<file path="config.mk">
export PLATFORM = sky130hd
export DESIGN_NAME = fetch_unit
export DESIGN_NICKNAME = d
export VERILOG_FILES = /design/src/rtl/fetch_unit.sv
export SDC_FILE = /design/constraint.sdc
export NUM_CORES = 1
export LEC_CHECK = 0
export CAP_MARGIN = 10
export CORE_ASPECT_RATIO = 1.2
export CORE_MARGIN = 4
export CORE_UTILIZATION = 47
export DETAILED_ROUTE_END_ITERATION = 12
export GPL_TIMING_DRIVEN = 0
export PLACE_DENSITY = 0.81
export SLEW_MARGIN = 15
export SYNTH_ARGS = -nofsm -noshare
export SYNTH_HDL_FRONTEND = slang
export SYNTH_SLANG_ARGS = --single-unit
</file>
<file path="constraint.sdc">
create_clock -name clk -period 2.4 [get_ports clk]
set_input_delay 0.24 -clock clk [delete_from_list [all_inputs] [get_ports clk]]
set_output_delay 0.24 -clock clk [all_outputs]
set_load 0.03 [all_outputs]
</file>
<file path="src/rtl/fetch_unit.sv">
// Instruction-fetch stage: owns the PC, drives a synchronous-read instruction
// memory, and presents each fetched instruction with its opcode/branch fields.
module fetch_unit #(
   parameter int PC_W     = 10,
   parameter int INSTR_W  = 9,
   parameter int RESET_PC = 0,
   parameter int CNT_W    = 16
) (
   input  logic               clk,
   input  logic               reset,
   input  logic               start,
   input  logic               halt_req,
   input  logic               branch_taken,
   input  logic [PC_W-1:0]    branch_target,
   output logic [PC_W-1:0]    imem_addr,
   input  logic [INSTR_W-1:0] imem_rdata,
   output logic [INSTR_W-1:0] instr,
   output logic               instr_valid,
   output logic [2:0]         opcode,
   output logic [1:0]         branch_bits,
   output logic [PC_W-1:0]    pc,
   output logic               running,
   output logic               done,
   output logic [CNT_W-1:0]   cycle_count
);

   typedef enum logic [1:0] {S_IDLE, S_PRIME, S_RUN, S_HALTED} state_t;

   localparam logic [PC_W-1:0]  RST_PC  = PC_W'(RESET_PC);
   localparam logic [CNT_W-1:0] CNT_MAX = '1;

   state_t            state_q, state_d;
   logic [PC_W-1:0]   fetch_pc_q, fetch_pc_d;
   logic [PC_W-1:0]   pc_q, pc_d;
   logic [PC_W-1:0]   tgt_q, tgt_d;
   logic              squash_q, squash_d;
   logic [CNT_W-1:0]  cnt_q, cnt_d;
   logic [PC_W-1:0]   addr;
   logic              vld;

   function automatic logic [CNT_W-1:0] sat_inc(input logic [CNT_W-1:0] v);
      return (v == CNT_MAX) ? v : v + 1'b1;
   endfunction

   always_ff @(posedge clk) begin
      if (reset) begin
         state_q    <= S_IDLE;
         fetch_pc_q <= RST_PC;
         pc_q       <= RST_PC;
         tgt_q      <= RST_PC;
         squash_q   <= 1'b0;
         cnt_q      <= '0;
      end else begin
         state_q    <= state_d;
         fetch_pc_q <= fetch_pc_d;
         pc_q       <= pc_d;
         tgt_q      <= tgt_d;
         squash_q   <= squash_d;
         cnt_q      <= cnt_d;
      end
   end

   always_comb begin
      state_d    = state_q;
      fetch_pc_d = fetch_pc_q;
      pc_d       = pc_q;
      tgt_d      = tgt_q;
      squash_d   = 1'b0;
      cnt_d      = cnt_q;
      addr       = RST_PC;
      vld        = 1'b0;
      unique case (state_q)
         S_IDLE, S_HALTED: begin
            if (start) begin
               state_d    = S_PRIME;
               fetch_pc_d = RST_PC;
               cnt_d      = '0;
            end
         end
         S_PRIME: begin
            addr       = fetch_pc_q;
            fetch_pc_d = addr + 1'b1;
            pc_d       = addr;
            cnt_d      = sat_inc(cnt_q);
            state_d    = S_RUN;
         end
         S_RUN: begin
            vld   = !squash_q;
            cnt_d = sat_inc(cnt_q);
            // The squashed slot is the one cycle where the redirect address is issued.
            addr  = squash_q ? tgt_q : fetch_pc_q;
            if (vld && halt_req) begin
               state_d = S_HALTED;
            end else begin
               fetch_pc_d = addr + 1'b1;
               pc_d       = addr;
               if (vld && branch_taken) begin
                  squash_d = 1'b1;
                  tgt_d    = branch_target;
               end
            end
         end
      endcase
   end

   assign imem_addr   = addr;
   assign instr_valid = vld;
   assign instr       = vld ? imem_rdata : '0;
   assign opcode      = instr[8:6];
   assign branch_bits = instr[5:4];
   assign pc          = pc_q;
   assign running     = (state_q == S_PRIME) || (state_q == S_RUN);
   assign done        = (state_q == S_HALTED);
   assign cycle_count = cnt_q;

endmodule

</file>
After elaboration in Yosys (flattened, before gate mapping)

Cells that the tools add are included.

Register bits: 49
Bits in latches: 0
RAM bits: 0
Memory bits (read-only): 0
Bits of input ports: 24
Word-level logic and storage cells: 49
Memories kept: 0

Add/subtract/negate cells: 3
Multiply operators: 0
Div/mod/pow operators: 0
Magnitude comparators: 0
Equal/unequal tests: 8
Shift operators: 0
Multiplexer cells: 16
Bitwise operators: 2
Reduce and logical (&&, ||, !) cells: 14

Operators by type and width:

| operator                                                        | number |
|---|---|
| 10-bit two-way mux                                              | 4 |
| 10-bit one-hot mux with 2 select lines                          | 2 |
| 16-bit two-way mux                                              | 2 |
| 16-bit one-hot mux with 2 select lines                          | 1 |
| 10-bit one-hot mux with 3 select lines                          | 1 |
| 10-bit by 1-bit adder with 10-bit output, second input constant | 2 |
| 16-bit by 1-bit adder with 16-bit output, second input constant | 1 |
| 16-bit == test, second input constant                           | 1 |
| 9-bit two-way mux                                               | 1 |
| 2-bit inequality test, second input constant                    | 4 |
| 2-bit AND reduction                                             | 4 |
| 2-bit one-hot mux with 3 select lines                           | 1 |
| 2-bit == test, second input constant                            | 2 |
| 2-bit two-way mux                                               | 2 |
| 2-bit OR reduction                                              | 2 |
| 3-bit AND reduction                                             | 1 |
| 3-bit OR reduction                                              | 1 |
| 2-bit by 1-bit == test with 1-bit output, second input constant | 1 |
| 1-bit logical AND                                               | 2 |
| 2-bit zero test                                                 | 1 |
| 1-bit two-way mux                                               | 2 |
| 1-bit NOT                                                       | 2 |
| 2-bit nonzero test                                              | 1 |
| 1-bit zero test                                                 | 1 |
| 1-bit logical OR                                                | 1 |

Logic depth before layout (Yosys ltp)

Depth in word-level cells: 4
Mapped depth: 10

Least setup slack after synthesis

Ideal clock, no wire load.

Path type: register to output
Start: reg state_q[0]
End: out instr[4]
Arrival: 1.909 ns
Required time: 2.160 ns
Slack: 0.251 ns
Cell stages (with the launch flop): 8
Buffers on the path: 3
Path through: dfxtp_1 inv_1 ha_1 buf_4 and2b_1 clkbuf_1 and2_1 buf_4

Longest elaborated chain between the ends: 3

Ends and longest elaborated chain:

| element                  | line | RTL |
|---|---|---|
| start: declaration       | 32   | `state_t state_q, state_d;` |
| start signal: assignment | 54   | `state_q <= state_d;` |
| 2-bit == test            | 72   | `unique case (state_q)` |
| 1-bit two-way mux        | 72   |  |
| via instr_valid          | 18   | `output logic instr_valid,` |
| 9-bit two-way mux        | 108  | `assign instr = vld ? imem_rdata : '0;` |
| end: declaration         | 17   | `output logic [INSTR_W-1:0] instr,` |

The timed path passes the listed nets, and every way through them passes these cells.

Final worst setup path

Start: reg state_q[0]
End: out running

Longest elaborated chain between the ends: 2
Elaborated cells on any way between the ends: 3
Those cells by class: 2 x eq/ne; 1 x reduce/logical

Ends and longest elaborated chain:

| element                                                                   | line | RTL |
|---|---|---|
| 2-bit by 1-bit == test with 1-bit output or 2-bit == test (tied branches) | 112  | `assign running = (state_q == S_PRIME) \|\| (state_q == S_RUN);` |
| 1-bit logical OR (*)                                                      | 112  |  |
| end: declaration                                                          | 22   | `output logic running,` |

Every way passes the cells marked *; elsewhere a longest branch is shown, timed or not.

==> results.json <==
{
  "outcome": "finished, final reports clean",
  "synthXorXnorAreaFrac": 0.0476,
  "drtIter0Drc": 240,
  "fin_crit_sh": 0.956,
  "clk_pin_slew_ns": 0.10,
  "area_growth_pct": 33.8,
  "drt-total-wl_mm": 6.92,
  "clock_skew_ns": 0.0194,
  "cp_max_fo": 12,
  "hold_class": "primary input to register",
  "gp_congestion": 0.900,
  "ioPinCount": 77,
  "crit_start": "state_q[0]",
  "rrSetupSlack_ns": 0.22,
  "wire_per_inst_um": 15.0,
  "drive_gt1_frac": 0.145,
  "worstSetupEndpointType": "output port",
  "avgSynthCellArea_um2": 8.12,
  "min_period_ns": 2.29,
  "final.setup.tns_ns": 0,
  "whs_path_depth": 2,
  "syn-num-nets": 346,
  "syn_inst": 317,
  "clock-root-buffer": "clkbuf_8",
  "antenna_found_initial": 0,
  "path_class": "register to output port",
  "cts_tree": "built",
  "num_antenna_cells": 0,
  "ys_warn_count": 0,
  "required_ns": 2.16,
  "ctsHoldBuffers": 0,
  "dieArea_um2": 6730,
  "synth_compound_area_frac": 0.185,
  "htreeDepth": 2,
  "synth_top_family_by_area": "simple AND/OR/NAND/NOR gates",
  "synth_cell_type_count": 48,
  "synth_fa_ha_area_frac": 0.0243,
  "dp_hpwl_mm": 5.25,
  "finalSetupViolations": 0,
  "r2r-end": "cycle_count[9]",
  "start_util": 0.486,
  "timing.fmax_mhz": 436,
  "hold_viol_final": 0,
  "synth-seq-cells": 49,
  "die_w_um": 75.6,
  "power.density_nw_per_um2": 843,
  "cts.sinks": 49,
  "core.rowCount": 29,
  "gr-total-overflow": 0,
  "grt_pass1_vias": 2514,
  "grt_pass1_wl_mm": 11.5,
  "vias_per_cell": 5.60,
  "startpoint_type": "register",
  "cts_buffer_depth": 2,
  "yosysSeqAreaShare": 0.381,
  "port_buffers": 75,
  "drtPass1Iterations": 4,
  "synth_simple_gate_area_frac": 0.273,
  "tightest_slew_ns": 0.450,
  "cts_made_buffers": 5,
  "worstRegToRegCells": 8,
  "timing.rr.start": "state_q[0]",
  "rsz0062_at_grt": "false",
  "insertion_delay_ns": 0.31,
  "design_area_um2": 3450,
  "track_usage": 0.220,
  "slew_headroom": 0.697,
  "ant_nets": 0,
  "nets": 427,
  "grt_max_degree": 16,
  "ir_drop_mv": 0.369,
  "yosys-mux-area-fraction": 0.0272,
  "crit_end": "running",
  "drv_slew": 0,
  "p_leak_nw": 1.34,
  "dpl_cell_area_um2": 3400,
  "vias": 2581,
  "final_common_cell": "clkdlybuf4s50_1",
  "die_y_um": 89.1,
  "drcViolationCount": 0,
  "maxCapViolations": 0,
  "final_cell_mix": "50 x clkdlybuf4s50_1, 48 x dfxtp_1, 44 x nand2_1",
  "cp.arrival_ns": 2.05,
  "synth_area_um2": 2570,
  "core_um2": 5300
}
## through the flow
step	hold slack, ns	std cells	setup slack [ns]	total power [mW]	utilization
2_1_floorplan	0.376	317	0.251	1.93	-
3_3_place_gp	0.459	454	-0.196	2.39	0.642
6_report	0.387	461	0.106	2.90	0.650
4_1_cts	0.377	460	0.000940	2.89	0.654
3_5_place_dp	0.467	454	-0.221	2.43	0.642
5_1_grt	0.430	461	0.0168	3.09	0.650
## routing by layer
layer / GRT usage / vias to the layer above / routed length (um)
met5: 0 / - / 0
met4: 0.0827 / 0 / 184
met3: 0.0529 / 16 / 470
met2: 0.399 / 95 / 3630
met1: 0.244 / 1204 / 2640
li1: - / 1266 / -
## synth_stat cells (all sizes together)
library cell  instances  area [um2]
dfxtp                49         981
nand2                45         171
nor2                 41         154
a21oi                28         144
buf                  15         104
and2                 13        83.8
nand4                12        96.3
xor2                 12         105
o21ai                11        58.8
a22oi                10        75.1
nand3                 9        45.0
clkbuf                8        30.0
a211oi                7        52.6
and3                  7        55.1
inv                   7        26.3
mux2i                 7        70.1
a21o                  5        38.8
ha                    5        62.6
a311oi                4        52.6
and4                  3        31.3
nand2b                3        18.8
a32oi                 2        17.5
nor3                  2        15.0
o22ai                 2        12.5
or2                   2        12.5
xnor2                 2        17.5
and2b                 1        7.51
nor2b                 1        6.26
o211ai                1        7.51
o21a                  1        7.51
o221ai                1        8.76
or3                   1        6.26
## cell type report
cell class | count | area, um2
Sequential cell | 49 | 982
Fill cell | 485 | 1850
Buffer | 21 | 128
Multi-Input combinational cell | 239 | 1450
Timing Repair Buffer | 75 | 692
Clock buffer | 6 | 72.6
Clock inverter | 2 | 13.8
Inverter | 7 | 26.3
Tap cell | 62 | 77.6
## worst min-delay path by stage
| stage | slack, ns | to | start |
|---|---|---|---|
| 2_1_floorplan | 0.38 | tgt_q[1] | branch_target[1] |
| 3_3_place_gp | 0.46 | tgt_q[1] | tgt_q[1] |
| 3_5_place_dp | 0.47 | tgt_q[1] | tgt_q[1] |
| 4_1_cts | 0.38 | state_q[0] | reset |
| 5_1_grt | 0.43 | state_q[0] | reset |
| 6_report | 0.39 | state_q[0] | reset |
## where the power goes
group	total [mW]	internal, mW	switching, mW
registers	0.980	0.909	0.0703
logic	1.42	0.533	0.891
clock network	0.500	0.209	0.291
## logic make-up (layout without fill, tap and decap cells)
group                    Yosys count  in the layout
XOR/XNOR                          14             14
adder cells (fa/ha/maj)            5              5
buffers and inverters             30            111
AO/OA/AOI/OAI                     72             72
multiplexers                       7              7
AND/OR/NAND/NOR                  140            141
flip-flops                        49             49
## timing repair
item	in CTS	in global routing
resized for setup	68	17
gates cloned	0	1
buffers inserted	0	0
setup endpoints to repair	26	20
hold endpoints to repair	0	0
pin swaps	0	1
## registers in the layout, indices dropped and copies added (netlist names)
register and cells:
cycle_count 16, fetch_pc_q 10, pc 10, squash_q 1
state_q 2, tgt_q 10
## worst max-delay path, stage by stage, from the launching register on
cell	delay, ns
dfxtp_2	0.37
inv_1	0.05
ha_1	0.46
inv_1	0.17
clkdlybuf4s50_1	0.71
Power figures use the tool's default switching activity.
